--- config.mk ---
export PLATFORM = sky130hd
export DESIGN_NAME = audio_frame_streamer
export DESIGN_NICKNAME = d
export VERILOG_FILES = /design/src/rtl/audio_frame_streamer.sv
export SDC_FILE = /design/constraint.sdc
export NUM_CORES = 1
export LEC_CHECK = 0
export ABC_AREA = 0
export ABC_CLOCK_PERIOD_IN_PS = 4130
export CORE_MARGIN = 2
export CORE_UTILIZATION = 50
export CTS_CLUSTER_SIZE = 40
export DETAILED_ROUTE_END_ITERATION = 8
export PLACE_DENSITY = 0.91
export SLEW_MARGIN = 30
export SYNTH_ARGS = -nofsm -noshare
export SYNTH_HDL_FRONTEND = slang
export SYNTH_SLANG_ARGS = --single-unit
--- constraint.sdc ---
create_clock -name sys_clk -period 4.13 [get_ports sys_clk]
set_input_delay 0.826 -clock sys_clk [delete_from_list [all_inputs] [get_ports sys_clk]]
set_output_delay 0.826 -clock sys_clk [all_outputs]
set_load 0.02 [all_outputs]
--- src/rtl/audio_frame_streamer.sv ---
// Drains one frame per capture from the I2S input buffer: snapshots all mono heads,
// pops them with a single read strobe, then serialises the snapshot as a tagged valid/ready stream.
module audio_frame_streamer #(
  parameter int AUDIO_WIDTH        = 24,
  parameter int NUM_AUDIO_CHANNELS = 8,
  parameter int STEREO_MULTIPLIER  = 2,
  localparam int N    = NUM_AUDIO_CHANNELS * STEREO_MULTIPLIER,
  localparam int ID_W = $clog2(N)
) (
  input  logic                            sys_clk,
  input  logic                            sys_rst_n,
  input  logic                            stream_en,
  input  logic                            buffer_ready,
  input  logic                            buffer_full,
  input  logic [N-1:0][AUDIO_WIDTH-1:0]   audio_channel_in,
  output logic                            adv_read_enable,
  output logic [AUDIO_WIDTH-1:0]          m_tdata,
  output logic [ID_W-1:0]                 m_tid,
  output logic                            m_tlast,
  output logic                            m_tvalid,
  input  logic                            m_tready,
  output logic                            busy,
  output logic [31:0]                     frame_count,
  output logic [15:0]                     overflow_count
);

  localparam logic [ID_W-1:0] LAST_IDX = ID_W'(N - 1);

  typedef enum logic {IDLE, STREAM} state_t;

  state_t                          state;
  logic [N-1:0][AUDIO_WIDTH-1:0]   snap;
  logic [ID_W-1:0]                 idx;
  logic                            full_prev;
  logic [15:0]                     ovf_cnt;

  // Capture and serialise; adv_read_enable is a one-cycle pulse following each capture edge.
  always_ff @(posedge sys_clk or negedge sys_rst_n) begin
    if (!sys_rst_n) begin
      state           <= IDLE;
      snap            <= '0;
      idx             <= '0;
      adv_read_enable <= 1'b0;
      frame_count     <= '0;
    end else begin
      adv_read_enable <= 1'b0;
      case (state)
        IDLE: begin
          if (stream_en && buffer_ready) begin
            snap            <= audio_channel_in;
            idx             <= '0;
            state           <= STREAM;
            adv_read_enable <= 1'b1;
          end
        end
        STREAM: begin
          if (m_tready) begin
            if (idx == LAST_IDX) begin
              idx         <= '0;
              frame_count <= frame_count + 32'd1;
              state       <= IDLE;
            end else begin
              idx <= idx + 1'b1;
            end
          end
        end
        default: state <= IDLE;
      endcase
    end
  end

  // Overflow monitor runs regardless of the FSM; counts rising edges and saturates.
  always_ff @(posedge sys_clk or negedge sys_rst_n) begin
    if (!sys_rst_n) begin
      full_prev <= 1'b0;
      ovf_cnt   <= '0;
    end else begin
      full_prev <= buffer_full;
      if (buffer_full && !full_prev && (ovf_cnt != 16'hFFFF)) begin
        ovf_cnt <= ovf_cnt + 16'd1;
      end
    end
  end

  // Beat outputs come straight from registers, so they stay stable under backpressure.
  assign busy           = (state == STREAM);
  assign m_tvalid       = busy;
  assign m_tid          = idx;
  assign m_tlast        = busy && (idx == LAST_IDX);
  assign m_tdata        = snap[idx];
  assign overflow_count = ovf_cnt;

endmodule

; Word-level counts from Yosys, hierarchy flattened
; Cells that the tools add are included.
[totals]
output_inout_bits = 80
regBits = 439
[op_classes]
n_lt_le_gt_ge = 1
muxes = 11
n_addsub = 3
eq_ne = 4
bitwise_logic = 1
n_reduce_logical = 8
[ops]
columns = cell, count
row1 = 24-bit binary-select mux with 4-bit select, 1
row2 = "32-bit by 1-bit adder with 32-bit output, second input constant", 1
row3 = 24-bit 2-to-1 mux, 1
row4 = "16-bit by 1-bit adder with 16-bit output, second input constant", 1
row5 = "16-bit != test, second input constant", 1
row6 = 4-bit 2-to-1 mux, 3
row7 = 4-bit one-hot mux with 2 select lines, 1
row8 = "4-bit by 5-bit less-than comparator with 1-bit output, second input constant", 1
row9 = "4-bit by 1-bit adder with 4-bit output, second input constant", 1
row10 = "4-bit == test, second input constant", 1
row11 = 1-bit logical AND, 4
row12 = 1-bit 2-to-1 mux, 4
row13 = "2-bit != test, second input constant", 2
row14 = 2-bit AND reduction, 2
row15 = 3-bit AND reduction, 1
row16 = 1-bit one-hot mux with 2 select lines, 1
row17 = 1-bit zero test, 1
row18 = 1-bit NOT, 1

; Depth between registers and ports, before layout
[logic_depth]
depth_word = 4
ltp_mapped = 8

; Worst setup path after synthesis
; No wires, ideal clock.
[synth_timing]
kind = reg2out
startpoint = register idx[0], in the netlist m_tid[0]
endpoint = output m_tdata[10]
path_stages_with_launch = 7
n_path_buf = 3
arrival_time_ns = 1.953
setup_slack_ns = 1.351
cell_sequence = dfrtp_1 clkbuf_1 buf_2 buf_2 mux4_2 a22oi_1 nand2_1
[synth_between]
elab_chain_cells = 2
[synth_rtl]
columns = element, line
row1 = from (decl), 33  ; logic [ID_W-1:0] idx;
row2 = from (signal assigned), 63  ; idx <= idx + 1'b1;
row3 = 24-bit binary-select mux with 4-bit select, 90  ; assign m_tdata = snap[idx];
row4 = 24-bit 2-to-1 mux (not written as such), 90
row5 = to (decl), 17  ; output logic [AUDIO_WIDTH-1:0] m_tdata,
; No other way between the ends. The select of a mux whose other input is x is not followed.

; Worst setup path after layout
[layout_timing]
startpoint = register idx[1], in the netlist m_tid[1]
endpoint = output m_tdata[15]
; The elaborated chain is that of the path after synthesis.

==> impl_results.md <==
* Outcome: finished clean
* CTS tree: yes
* Sequential fraction of the synthesis area at 55.5%
* RSZ-0062 raised after global routing: no
* CP peak stage delay at 0.62 ns
* Die footprint at 0.0412 mm²
* Core ar. at 0.0389 mm²
* Layout area overhead at 35.8%
* Startpoint types: flip-flop
* Port bufs at 469
* Initial antenna violation count at 6
* Number of synthesized register bits at 439
* YS warnings at 0
* DR vias/cell at 5.63
* Syn nets at 2568
* Fin. Hold Viols at 0
* Worst-skew pair later-pin latency at 0.60 ns
* Die Width at 203 µm
* CP Capture Type: output port
* Vias at 17900
* Total Routing Usage GR at 33.3%
* GRT overflow at 0
* I/O pin count at 470
* Max stage delay cell, worst path: buf_4
* Worst-path fanout max at 46
* Global-route wire length before repair at 104000 µm
* Post-synth EDFFs at 0
* Vias in the first global route at 18200
* Commonest cells after routing, fill and taps aside: 1199 x nand2_1, 467 x clkdlybuf4s50_1, 435 x dfrtp_1
* # rows at 72
* Antenna-violating nets left at 0
* Largest net degree at the start of global routing at 138
* Routed len/inst at 21.5 µm
* Min Hold Slack at 0.164 ns
* CP Launch Point: m_tid[1]
* Remaining DRCs at 0
* Async S/R FF share, synth at 100%
* Delay-heaviest family, CP: buffers and inverters
* Worst reg2reg startpoint: m_tid[0]
* Post-route cell area at 0.0269 mm²
* Final setup skew at 0.0334 ns
* Period utilization at 98.4%
* Fin nets at 3010
* Synth Cell Area at 0.0198 mm²
* Most common cell after layout, fill and taps aside: nand2_1
* Cells after Synth at 2175
* Top-area cell type share of the netlist area at 55.5%
* Peak supply drop at 0.585 mV
* Core occupancy in the finished layout at 69.1%
* Peak Freq at 246 MHz
* Root Driver: clkbuf_16
* Setup TNS at 0 ns
* Top FF cell, synth: dfrtp_1
* Synth area leaders: dfrtp_1 55%, nand2_1 23%, mux4_2 5.5%
* Crit path time final at 4.06 ns
* CTS buffer count at 46
* WP buf/inv at 2
* Fraction of layout cells with a size suffix above 1 at 8.10%
* Leading area contributor after synthesis: dfrtp_1
* Crit Path Category: flip-flop to output port
* Setup Viol. Count Final at 0
* Hold-fix buffers, CTS at 0
* Leakage at 13.5 nW
* Worst Tran Pin Value at 0.944 ns
* Drt first pass iters at 6
* Clk buf depth at 3
* Die Y at 203 µm
* Syn_area_per_cell at 9.11 µm²
* DR iter-0 viols at 1952
* Routability cong. at 1.02
* Worst EP required at 3.30 ns
* HPWL after detailed placement at 49500 µm
* Clock sinks at 439
* Post-DP Area at 0.0252 mm²
* CTS H-tree depth at 2
* PwrDens at 682 mW/mm²
* Clock-pin slew on the worst setup and hold paths at 0.06 ns
* Rel. slew slack at 37.0%
* Routed wire length at 68300 µm
* Synth unique cells at 36
* Data arrival, critical path at 3.24 ns
* Crit-path cells: buf_4 -> mux4_2 -> a22oi_1 -> nand2_1 -> clkdlybuf4s50_1
* Hold Crit Class: primary input to asynchronous set/reset pin
* Maxcap violations at 0
* Initial core utilization at 50.9%
* Max Slew Vio Count at 0
## through the flow
step	power, mW	worst slack, ns	std cells
CTS	18.2	0.0822	3171
floorplan	10.6	1.35	2175
global route	19.2	0.00440	3176
finish	18.3	0.0666	3180
global placement	13.4	0.671	3084
detailed placement	13.7	0.662	3084
## worst register-to-register path, cell delays in order (launching register included)
cell	delay (ns)
dfrtp_4	0.58
buf_12	0.25
ha_1	0.20
buf_4	0.16
nand3_1	0.13
nor4_4	0.52
and3_1	0.38
or3b_1	0.39
xnor2_1	0.13
## power by group
group          switching (mW)  internal, mW  total, mW
Combinational            3.70          3.05       6.74
Clock                    1.78          2.64       4.42
Sequential               1.24          5.94       7.18
## worst paths after layout
| path | endpoint | slack [ns] | depth (start not counted) |
|---|---|---|---|
| max | m_tdata[15] | 0.07 | 5 |
| min | snap[50] | 0.16 | 1 |
| max reg2reg | frame_count[30] | 1.25 | 8 |
| min reg2reg | snap[250] | 0.47 | 2 |
| max in group asynchronous | frame_count[30] | 2.76 | 3 |
| min in group sys_clk | snap[250] | 0.47 | 2 |
## sequential cells by signal, indices dropped and copies added (netlist names)
name / flops
full_prev: 1
snap: 384
frame_count: 32
busy: 1
adv_read_enable: 1
overflow_count: 16
m_tid: 4
## routing by layer
metal	track usage [%]	vias up	share of wire (%)
met5	0	-	0.013
li1	-	7913	-
met4	17.4	2	5.2
met3	7.80	202	9.9
met1	43.9	8707	39
met2	51.5	1071	46
## logic make-up after synthesis
logic type               share of synthesized area [%]
adder cells (fa/ha/maj)                          0.189
AND/OR/NAND/NOR                                   25.1
multiplexers                                      10.6
flip-flops                                        55.5
buffers and inverters                             2.65
AO/OA/AOI/OAI                                     4.01
XOR/XNOR                                          2.03
## what timing repair did
item / in CTS / in global routing
gates cloned: 0 / 1
pin swaps: 0 / 0
buffers inserted: 1 / 0
gates resized for setup: 0 / 1
endpoints found under the setup margin: 1 / 3
## Yosys cell counts (all sizes together) (15+ instances only)
cell type,count
dfrtp,439
xnor2,33
a22oi,24
mux2,26
a221oi,24
mux2i,72
nand4,15
nand2,1199
buf,34
clkbuf,94
nand3,26
mux4,48
nor2,16
a21oi,26
o21ai,50
## final cells by class
| cell class | count | area [µm²] |
|---|---|---|
| antenna | 7 | 17.5 |
| clock buffer | 67 | 1340 |
| clock inverter | 19 | 273 |
| fill | 2827 | 12000 |
| inverter | 4 | 22.5 |
| multi-input combinational | 1605 | 8330 |
| sequential | 439 | 11000 |
| tap | 518 | 648 |
| timing repair buffer | 521 | 5270 |
No activity file was read; power rests on OpenSTA's default activity.
